[config.mk]
export PLATFORM = sky130hd
export DESIGN_NAME = uart_receiver
export DESIGN_NICKNAME = d
export VERILOG_FILES = /design/src/rtl/uart_pkg.sv /design/src/rtl/uart_sync2.sv /design/src/rtl/uart_receiver.sv
export SDC_FILE = /design/constraint.sdc
export NUM_CORES = 1
export LEC_CHECK = 0
export ABC_AREA = 0
export CELL_PAD_IN_SITES_DETAIL_PLACEMENT = 2
export CELL_PAD_IN_SITES_GLOBAL_PLACEMENT = 2
export CORE_MARGIN = 2
export CORE_UTILIZATION = 39
export CTS_CLUSTER_DIAMETER = 150
export CTS_CLUSTER_SIZE = 28
export DETAILED_ROUTE_END_ITERATION = 8
export GPL_TIMING_DRIVEN = 0
export PLACE_DENSITY = 0.83
export SYNTH_ARGS = -nofsm -noshare
export SYNTH_HDL_FRONTEND = slang
export SYNTH_HIERARCHICAL = 1
export SYNTH_SLANG_ARGS = --single-unit
export TNS_END_PERCENT = 5
[constraint.sdc]
create_clock -name bot_clk -period 2.5 [get_ports bot_clk]
set_clock_uncertainty 0.1 [all_clocks]
set_input_delay 0.625 -clock bot_clk [delete_from_list [all_inputs] [get_ports bot_clk]]
set_output_delay 0.625 -clock bot_clk [all_outputs]
set_load 0.02 [all_outputs]
[src/rtl/uart_pkg.sv]
// Shared UART constants and state encoding, used by the receiver and the
// transmitter FSM.
package uart_pkg;

    localparam int OVERSAMPLE = 16;
    localparam int DATA_BITS  = 8;
    localparam int MID_START  = 7;
    localparam int SAMPLE_PT  = 15;

    typedef enum logic [2:0] {
        IDLE,
        START,
        DATA,
        STOP,
        BREAK
    } uart_state_t;

    function automatic logic majority3(input logic a, input logic b, input logic c);
        return (a & b) | (a & c) | (b & c);
    endfunction

endpackage

[src/rtl/uart_sync2.sv]
// Two-flop synchronizer for the asynchronous serial line; resets to the idle
// (high) level so reset release never looks like a start bit.
module uart_sync2 (
    input  logic bot_clk,
    input  logic reset,
    input  logic din,
    output logic dout
);

    logic meta;

    always_ff @(posedge bot_clk or negedge reset) begin
        if (!reset) begin
            meta <= 1'b1;
            dout <= 1'b1;
        end else begin
            meta <= din;
            dout <= meta;
        end
    end

endmodule

[src/rtl/uart_receiver.sv]
// 8N1 UART receiver sampling at 16x baud with a 3-sample majority vote per bit.
//   state | meaning
//   IDLE  | line high, waiting for a start edge
//   START | confirming the start bit at its midpoint
//   DATA  | shifting in DATA_BITS data bits, LSB first
//   STOP  | checking the stop bit
//   BREAK | stop bit was low; waiting for the line to return high
module uart_receiver (
    input  logic                           bot_clk,
    input  logic                           reset,
    input  logic                           uart_rx,
    output logic [uart_pkg::DATA_BITS-1:0] rx_data,
    output logic                           rx_status,
    output logic                           frame_err,
    output logic                           rx_busy
);

    import uart_pkg::*;

    localparam int CNT_W = $clog2(OVERSAMPLE);
    localparam int IDX_W = $clog2(DATA_BITS);

    localparam logic [CNT_W-1:0] CNT_MID    = CNT_W'(MID_START);
    localparam logic [CNT_W-1:0] CNT_SAMPLE = CNT_W'(SAMPLE_PT);
    localparam logic [CNT_W-1:0] CNT_V1     = CNT_W'(SAMPLE_PT - 2);
    localparam logic [CNT_W-1:0] CNT_V2     = CNT_W'(SAMPLE_PT - 1);
    localparam logic [IDX_W-1:0] IDX_LAST   = IDX_W'(DATA_BITS - 1);

    uart_state_t            state;
    logic [CNT_W-1:0]       cnt;
    logic [IDX_W-1:0]       idx;
    logic [DATA_BITS-1:0]   shift;
    logic                   samp_1;
    logic                   samp_2;
    logic                   rxs;
    logic                   vote;

    uart_sync2 u_sync (
        .bot_clk (bot_clk),
        .reset   (reset),
        .din     (uart_rx),
        .dout    (rxs)
    );

    // The third vote sample is the live synchronized line at SAMPLE_PT.
    assign vote = majority3(samp_1, samp_2, rxs);

    always_ff @(posedge bot_clk or negedge reset) begin
        if (!reset) begin
            state     <= IDLE;
            cnt       <= '0;
            idx       <= '0;
            shift     <= '0;
            samp_1    <= 1'b1;
            samp_2    <= 1'b1;
            rx_data   <= '0;
            rx_status <= 1'b0;
            frame_err <= 1'b0;
            rx_busy   <= 1'b0;
        end else begin
            rx_status <= 1'b0;
            frame_err <= 1'b0;
            cnt       <= cnt + 1'b1;
            if (cnt == CNT_V1) samp_1 <= rxs;
            if (cnt == CNT_V2) samp_2 <= rxs;

            case (state)
                IDLE: begin
                    cnt <= '0;
                    if (!rxs) begin
                        state   <= START;
                        rx_busy <= 1'b1;
                    end
                end
                START: begin
                    if (cnt == CNT_MID) begin
                        cnt <= '0;
                        if (!rxs) begin
                            state <= DATA;
                            idx   <= '0;
                        end else begin
                            state   <= IDLE;
                            rx_busy <= 1'b0;
                        end
                    end
                end
                DATA: begin
                    // cnt wraps to 0 here, so STOP starts on a fresh bit window.
                    if (cnt == CNT_SAMPLE) begin
                        shift <= {vote, shift[DATA_BITS-1:1]};
                        idx   <= idx + 1'b1;
                        if (idx == IDX_LAST) state <= STOP;
                    end
                end
                STOP: begin
                    if (cnt == CNT_SAMPLE) begin
                        if (vote) begin
                            rx_data   <= shift;
                            rx_status <= 1'b1;
                            state     <= IDLE;
                            rx_busy   <= 1'b0;
                        end else begin
                            frame_err <= 1'b1;
                            state     <= BREAK;
                        end
                    end
                end
                BREAK: begin
                    if (rxs) begin
                        state   <= IDLE;
                        rx_busy <= 1'b0;
                    end
                end
                default: begin
                    state   <= IDLE;
                    rx_busy <= 1'b0;
                end
            endcase
        end
    end

endmodule

### After elaboration in Yosys (flattened, before gate mapping)

Cells that the tools add are included.

| word-level totals | value |
|---|---|
| output and inout port bits | 11 |
| input bits | 3 |
| flip-flop bits (word level) | 33 |
| word-level logic and storage cells | 71 |

| operators by class | value |
|---|---|
| reductions and logical operators | 7 |
| muxes and demuxes | 27 |
| bitwise logic cells | 6 |
| eq/ne operators | 17 |
| $add $sub $neg | 2 |

Operator list:

| kind | number |
|---|---|
| two-way mux 3 bit | 10 |
| one-hot mux 3 bit (5 select lines) | 1 |
| != test 2 bit, second input constant | 7 |
| == test 4 bit, second input constant | 3 |
| two-way mux 1 bit | 11 |
| one-hot mux 4 bit (2 select lines) | 1 |
| == test 3 x 2 -> 1 bit, second input constant | 2 |
| == test 3 bit, second input constant | 2 |
| one-hot mux 3 bit (2 select lines) | 1 |
| AND reduction 6 bit | 1 |
| one-hot mux 1 bit (5 select lines) | 1 |
| AND reduction 5 bit | 1 |
| adder 4 x 1 -> 4 bit, second input constant | 1 |
| == test 4 x 3 -> 1 bit, second input constant | 1 |
| two-way mux 4 bit | 1 |
| AND reduction 4 bit | 1 |
| adder 3 x 1 -> 3 bit, second input constant | 1 |
| bitwise AND 1 bit | 3 |
| == test 3 x 1 -> 1 bit, second input constant | 1 |
| zero test 3 bit | 1 |
| AND reduction 3 bit | 1 |
| two-way mux 2 bit | 1 |
| != test 2 x 1 -> 1 bit, second input constant | 1 |
| bitwise OR 1 bit | 2 |
| other kinds (3) | 3 |

### Longest topological paths before layout

| depth | value |
|---|---|
| word-level depth | 6 |
| mapped depth | 6 |
| gate-level depth less buffers | 4 |

### By module

Netlist, hierarchy kept.

By module, submodules not included:

| module | instances | cells each | sequential area each (um^2) | area an instance (um^2) |
|---|---|---|---|---|
| uart_receiver | 1 | 110 | 778.2 | 1447.6 |
| uart_sync2 | 1 | 2 | 52.6 | 52.6 |

### Worst setup path before layout

No wires, ideal clock.

| path | value |
|---|---|
| path type | flip-flop to flip-flop |
| from | reg cnt[0] |
| to | reg shift[0] |
| clock period less this slack | 1795 ps |
| path slack | 705 ps |
| data arrival time | 1570 ps |
| path buffers | 2 |
| cell stages (with the launch flop) | 7 |
| data required time | 2275 ps |
| cell sequence | dfrtp_1 -> ha_1 -> buf_2 -> nor2b_1 -> and2_1 -> buf_2 -> mux2_2 |

| on the way | value |
|---|---|
| cells in the longest elaborated chain, start to end | 2 |

RTL lines:

| what | line | source |
|---|---|---|
| start: declaration | uart_receiver.sv:30 | `logic [CNT_W-1:0] cnt;` |
| start signal: assignment | uart_receiver.sv:63 | `cnt <= cnt + 1'b1;` |
| == test 4 bit | uart_receiver.sv:89 | `if (cnt == CNT_SAMPLE) begin` |
| AND reduction 2 bit (no source line) | -- |  |
| end signal: assignment | uart_receiver.sv:90 | `shift <= {vote, shift[DATA_BITS-1:1]};` |
| end: declaration | uart_receiver.sv:32 | `logic [DATA_BITS-1:0] shift;` |

Every way passes these cells.
A chain may end at the register's enable or synchronous reset.

### Final worst setup path

| path | value |
|---|---|
| from | reg cnt[0] |
| to | reg shift[7] |

Same word-level chain as after synthesis.

==> tab_implementation.tex <==
\begin{tabular}{lr}
\hline
Metric & Value \\
\hline
\multicolumn{2}{l}{\textbf{Route}} \\
\quad Detailed-route wire length per cell & 17.0 µm \\
\quad Wire length after detailed routing & between 3 and 4 mm \\
\quad 1st-iter DRT viols & 29 \\
\quad Routed vias & 926 \\
\quad Detail Route Antenna Nets & 0 \\
\quad Vias per cell & approximately 5 \\
\quad Detailed Routing Iterations Pass 1 & 4 \\
\quad Number of DRC violations after detailed routing & 0 \\
\multicolumn{2}{l}{\textbf{Timing}} \\
\quad Maximum operating frequency & 0.473 GHz \\
\quad Final hold viol count & 0 \\
\quad Setup total negative slack & 0 ns \\
\quad Final count of pins violating max slew & 0 \\
\quad Max-slew headroom & approximately half \\
\quad Clock period minus worst slack & around 2.1 ns \\
\quad Final clock period utilization by the worst path & between 80\% and 90\% \\
\quad RSZ-0062 raised after global routing & no \\
\quad Worst Tran Pin Value & about 0.73 ns \\
\quad Total setup violations reported at the end of the flow & 0 \\
\multicolumn{2}{l}{\textbf{Outcome}} \\
\quad Result of the run & complete, no violations \\
\multicolumn{2}{l}{\textbf{Final layout}} \\
\quad Growth of design area from synthesis to finish & 17.8\% \\
\quad Final instance area & about 0.0018 mm² \\
\quad Footprint of the multi-input gates & between 600 and 700 µm² \\
\quad Core utilization of the finished layout & a little under half \\
\quad ANT cells & 0 \\
\quad Number of fill cells & 384 \\
\quad Footprint of the flip-flops and latches & slightly above 800 µm² \\
\quad Number of nets in the final layout & 140 \\
\quad Layout cells sized above 1 & around 33\% \\
\multicolumn{2}{l}{\textbf{CTS}} \\
\quad H-tree lvl count & 2 \\
\quad Clock slew seen by the registers of the worst setup and hold paths & $\sim$0.060 ns \\
\quad Clk Latency, worst-skew pair & around 0.29 ns \\
\quad Clock Tree Buf Depth & 2 \\
\quad CTS buffer count & 5 \\
\quad CTS hold repair buffers & 0 \\
\quad \# Post-CTS Setup Buffers & 0 \\
\quad TritonCTS clock tree & yes \\
\quad Post-cts repair resize count & 0 \\
\quad CTS sink cnt & 33 \\
\quad Root Buffer Master & sky130\_fd\_sc\_hd\_\_clkbuf\_8 \\
\multicolumn{2}{l}{\textbf{Global routing}} \\
\quad Via count of the first global-routing pass & just over 1k \\
\quad Largest net degree at the start of global routing & 34 \\
\quad Global route overflow & 0 \\
\quad Antenna violations before repair & 0 \\
\quad Global Route Usage Sum & $\sim$17\% \\
\quad Wire length of the first global-routing pass & between 5 and 6 mm \\
\multicolumn{2}{l}{\textbf{Yosys}} \\
\quad Number of flops mapped to enable cells by yosys & 0 \\
\quad Average cell area after synthesis & 13.4 µm² \\
\quad Synthesized flop and latch total & 33 \\
\quad Sequential share of the synthesized area & 55.4\% \\
\quad Area share of the leading cell type in the synthesized netlist & about half \\
\quad Most area-hungry cell type in the Yosys netlist & sky130\_fd\_sc\_hd\_\_dfrtp\_1 \\
\quad Main synth FF type & sky130\_fd\_sc\_hd\_\_dfrtp\_1 \\
\quad Number of instances in the synthesized netlist & 112 \\
\quad Yosys Warn Count & 6 \\
\quad Post-synth cell types & 36 \\
\quad Post-Syn Nets & 120 \\
\quad Area of the mapped netlist & between 0.0015 and 0.002 mm² \\
\quad Async set or reset register ratio after synthesis & 100\% \\
\quad Ranking of synthesized cells by area & sky130\_fd\_sc\_hd\_\_dfrtp\_1 (48\%), sky130\_fd\_sc\_hd\_\_mux2\_2 (14\%), sky130\_fd\_sc\_hd\_\_dfstp\_2 (7.0\%) \\
\multicolumn{2}{l}{\textbf{Critical path}} \\
\quad Arr. time, crit path & 2.18 ns \\
\quad Startpoint-to-endpoint class of the critical path & reg -> reg \\
\quad Cell at the slowest stage of the critical path & sky130\_fd\_sc\_hd\_\_dfrtp\_1 \\
\quad CP delay by family, top & buffers and inverters \\
\quad Crit path buffers/inverters & 2 \\
\quad Startpoint Class & flip-flop \\
\quad Category of the worst setup path capture point & flip-flop \\
\quad Critical Path Most Common Cell & sky130\_fd\_sc\_hd\_\_buf\_2 \\
\quad Delay contributed by the slowest stage of the critical path & $\sim$0.41 ns \\
\quad Crit Path Max Fanout & 10 \\
\quad Crit-path cells & ha\_1, buf\_2, nor2b\_1, and2\_1, buf\_2, mux2\_2 \\
\quad Critical path required time & roughly 2.6 ns \\
\multicolumn{2}{l}{\textbf{Pwr}} \\
\quad Power per cell area & between 800 and 900 mW/mm² \\
\quad Max rail drop VDD & between 0.0003 and 0.0004 V \\
\quad Leakage component of the power & between 0.8 and 0.9 nW \\
\multicolumn{2}{l}{\textbf{Floorplan}} \\
\quad Row cnt & 22 \\
\quad Die H & 66.0 µm \\
\quad Area inside the core boundary & 0.00369 mm² \\
\quad Die area & roughly 0.0044 mm² \\
\quad Initial Util & between 40\% and 50\% \\
\quad Die X & between 60 and 70 µm \\
\quad Top Ports & 14 \\
\multicolumn{2}{l}{\textbf{Placed design}} \\
\quad Dpl cell area & 0.00169 mm² \\
\quad Post-DP HPWL & $\sim$2.1 mm \\
\quad GP Congestion & approximately 0.78 \\
\quad Buffers added on ports & 13 \\
\multicolumn{2}{l}{\textbf{Min path}} \\
\quad Hold WC Path Type & reg -> reg \\
\multicolumn{2}{l}{\textbf{Flow run}} \\
\quad Maxcap violations & 0 \\
\hline
\end{tabular}
## kinds of logic (layout without fill, tap and decap cells)
logic type | count (synthesis) | in the layout | share of synthesized area (%)
DFF | 33 | 33 | 55.4
and+or+nand+nor | 25 | 25 | 10.5
muxes | 19 | 19 | 14.5
AOI/OAI and AO/OA | 14 | 14 | 8.34
buffers and inverters | 11 | 32 | 4.00
adders and majority gates | 7 | 7 | 5.50
xor gates and xnor gates | 3 | 3 | 1.75
## registers in the layout, summed over array words and instances, names as in the netlist, 3 cells and up
register / flops
rx_data: 8
shift: 8
cnt: 4
idx: 3
state: 3
## worst reg2reg max path: cells and delay by family (launching register included)
kind	cells	cell delay, ns
flip-flops	1	0.41
AND/OR/NAND/NOR	2	0.47
adder cells (fa/ha/maj)	1	0.17
multiplexers	1	0.37
buffers and inverters	2	0.49
## final timing paths
kind | from | depth (start not counted) | slack [ns] | endpoint
max in group asynchronous | reset | 1 | 1.54 | cnt[0]$_DFF_PN0_
min in group asynchronous | reset | 1 | 0.30 | idx[1]$_DFFE_PN0P_
min | u_sync/meta$_DFF_PN1_ | 0 | 0.26 | u_sync/dout$_DFF_PN1_
max | cnt[0]$_DFF_PN0_ | 6 | 0.39 | shift[7]$_DFFE_PN0P_
min reg2reg | u_sync/meta$_DFF_PN1_ | 0 | 0.26 | u_sync/dout$_DFF_PN1_
max reg2reg | cnt[0]$_DFF_PN0_ | 6 | 0.39 | shift[7]$_DFFE_PN0P_
## area by class of cell
class	count	area share [%]
sequential	33	47.0
multi-input combinational	68	34.5
timing repair buffer	13	7.08
clock buffer	6	4.10
tap	48	3.40
buffer	6	2.34
inverter	5	1.06
clock inverter	2	0.566
## per-stage QoR
step                      hold WS (ns)  total power, mW  std cells  setup WS (ns)
after floorplan                  0.229            0.948        112          0.705
after global placement           0.247             1.04        173          0.112
after detailed placement         0.248             1.08        173          0.417
after CTS                        0.260             1.47        181          0.351
after global routing             0.265             1.56        181          0.253
final                            0.259             1.45        181          0.387
## placed cells by master (no fill, tap or decap)
cell / instances
sky130_fd_sc_hd__clkdlybuf4s50_1: 12
sky130_fd_sc_hd__o21a_1: 2
sky130_fd_sc_hd__and2_2: 1
sky130_fd_sc_hd__clkinv_2: 2
sky130_fd_sc_hd__nand4_2: 1
sky130_fd_sc_hd__o211ai_1: 2
sky130_fd_sc_hd__dfrtp_1: 29
sky130_fd_sc_hd__o2bb2a_4: 1
sky130_fd_sc_hd__a21o_1: 1
sky130_fd_sc_hd__xor2_1: 3
sky130_fd_sc_hd__nor4b_1: 1
sky130_fd_sc_hd__and4b_2: 1
sky130_fd_sc_hd__buf_2: 4
sky130_fd_sc_hd__nor2_1: 5
sky130_fd_sc_hd__clkbuf_8: 5
sky130_fd_sc_hd__and2_1: 2
sky130_fd_sc_hd__ha_1: 5
sky130_fd_sc_hd__buf_6: 2
sky130_fd_sc_hd__nand3b_1: 1
sky130_fd_sc_hd__nand2_1: 3
sky130_fd_sc_hd__or2_2: 1
sky130_fd_sc_hd__nor3b_1: 1
sky130_fd_sc_hd__nand3_1: 3
sky130_fd_sc_hd__mux2_2: 18
sky130_fd_sc_hd__mux2_4: 1
sky130_fd_sc_hd__a311oi_1: 1
sky130_fd_sc_hd__clkbuf_1: 2
sky130_fd_sc_hd__dfstp_2: 4
sky130_fd_sc_hd__inv_1: 5
sky130_fd_sc_hd__a41oi_1: 1
sky130_fd_sc_hd__a22o_2: 2
sky130_fd_sc_hd__a211oi_1: 1
sky130_fd_sc_hd__or4b_4: 1
sky130_fd_sc_hd__nand2b_1: 2
sky130_fd_sc_hd__o31ai_1: 1
sky130_fd_sc_hd__o21ai_0: 1
sky130_fd_sc_hd__nor2b_1: 2
sky130_fd_sc_hd__maj3_1: 2
sky130_fd_sc_hd__a221o_1: 1
## power breakdown
part           total (mW)  leakage, nW  internal [mW]  switching, mW
Clock               0.383       0.0450          0.193          0.190
Sequential          0.680        0.435          0.606         0.0738
Combinational       0.384        0.385          0.173          0.211
## Yosys cell counts, types with 2 or more instances
cell                        n
sky130_fd_sc_hd__nand3_1    3
sky130_fd_sc_hd__dfrtp_1   29
sky130_fd_sc_hd__dfstp_2    4
sky130_fd_sc_hd__xor2_1     3
sky130_fd_sc_hd__nand2b_1   2
sky130_fd_sc_hd__and2_1     2
sky130_fd_sc_hd__a22o_2     2
sky130_fd_sc_hd__nor2b_1    2
sky130_fd_sc_hd__nand2_1    3
sky130_fd_sc_hd__o211ai_1   2
sky130_fd_sc_hd__inv_1      5
sky130_fd_sc_hd__buf_2      3
sky130_fd_sc_hd__mux2_2    18
sky130_fd_sc_hd__o21a_1     2
sky130_fd_sc_hd__buf_6      2
sky130_fd_sc_hd__ha_1       5
sky130_fd_sc_hd__maj3_1     2
sky130_fd_sc_hd__nor2_1     5
## metal layers
metal	vias up	global-route usage, %	share of wire, %
li1	431	-	-
met1	481	21.2	46
met2	10	27.9	50
met3	4	6.81	3.2
met4	0	7.14	1.1
met5	-	0	0
Power figures use the tool's default switching activity.
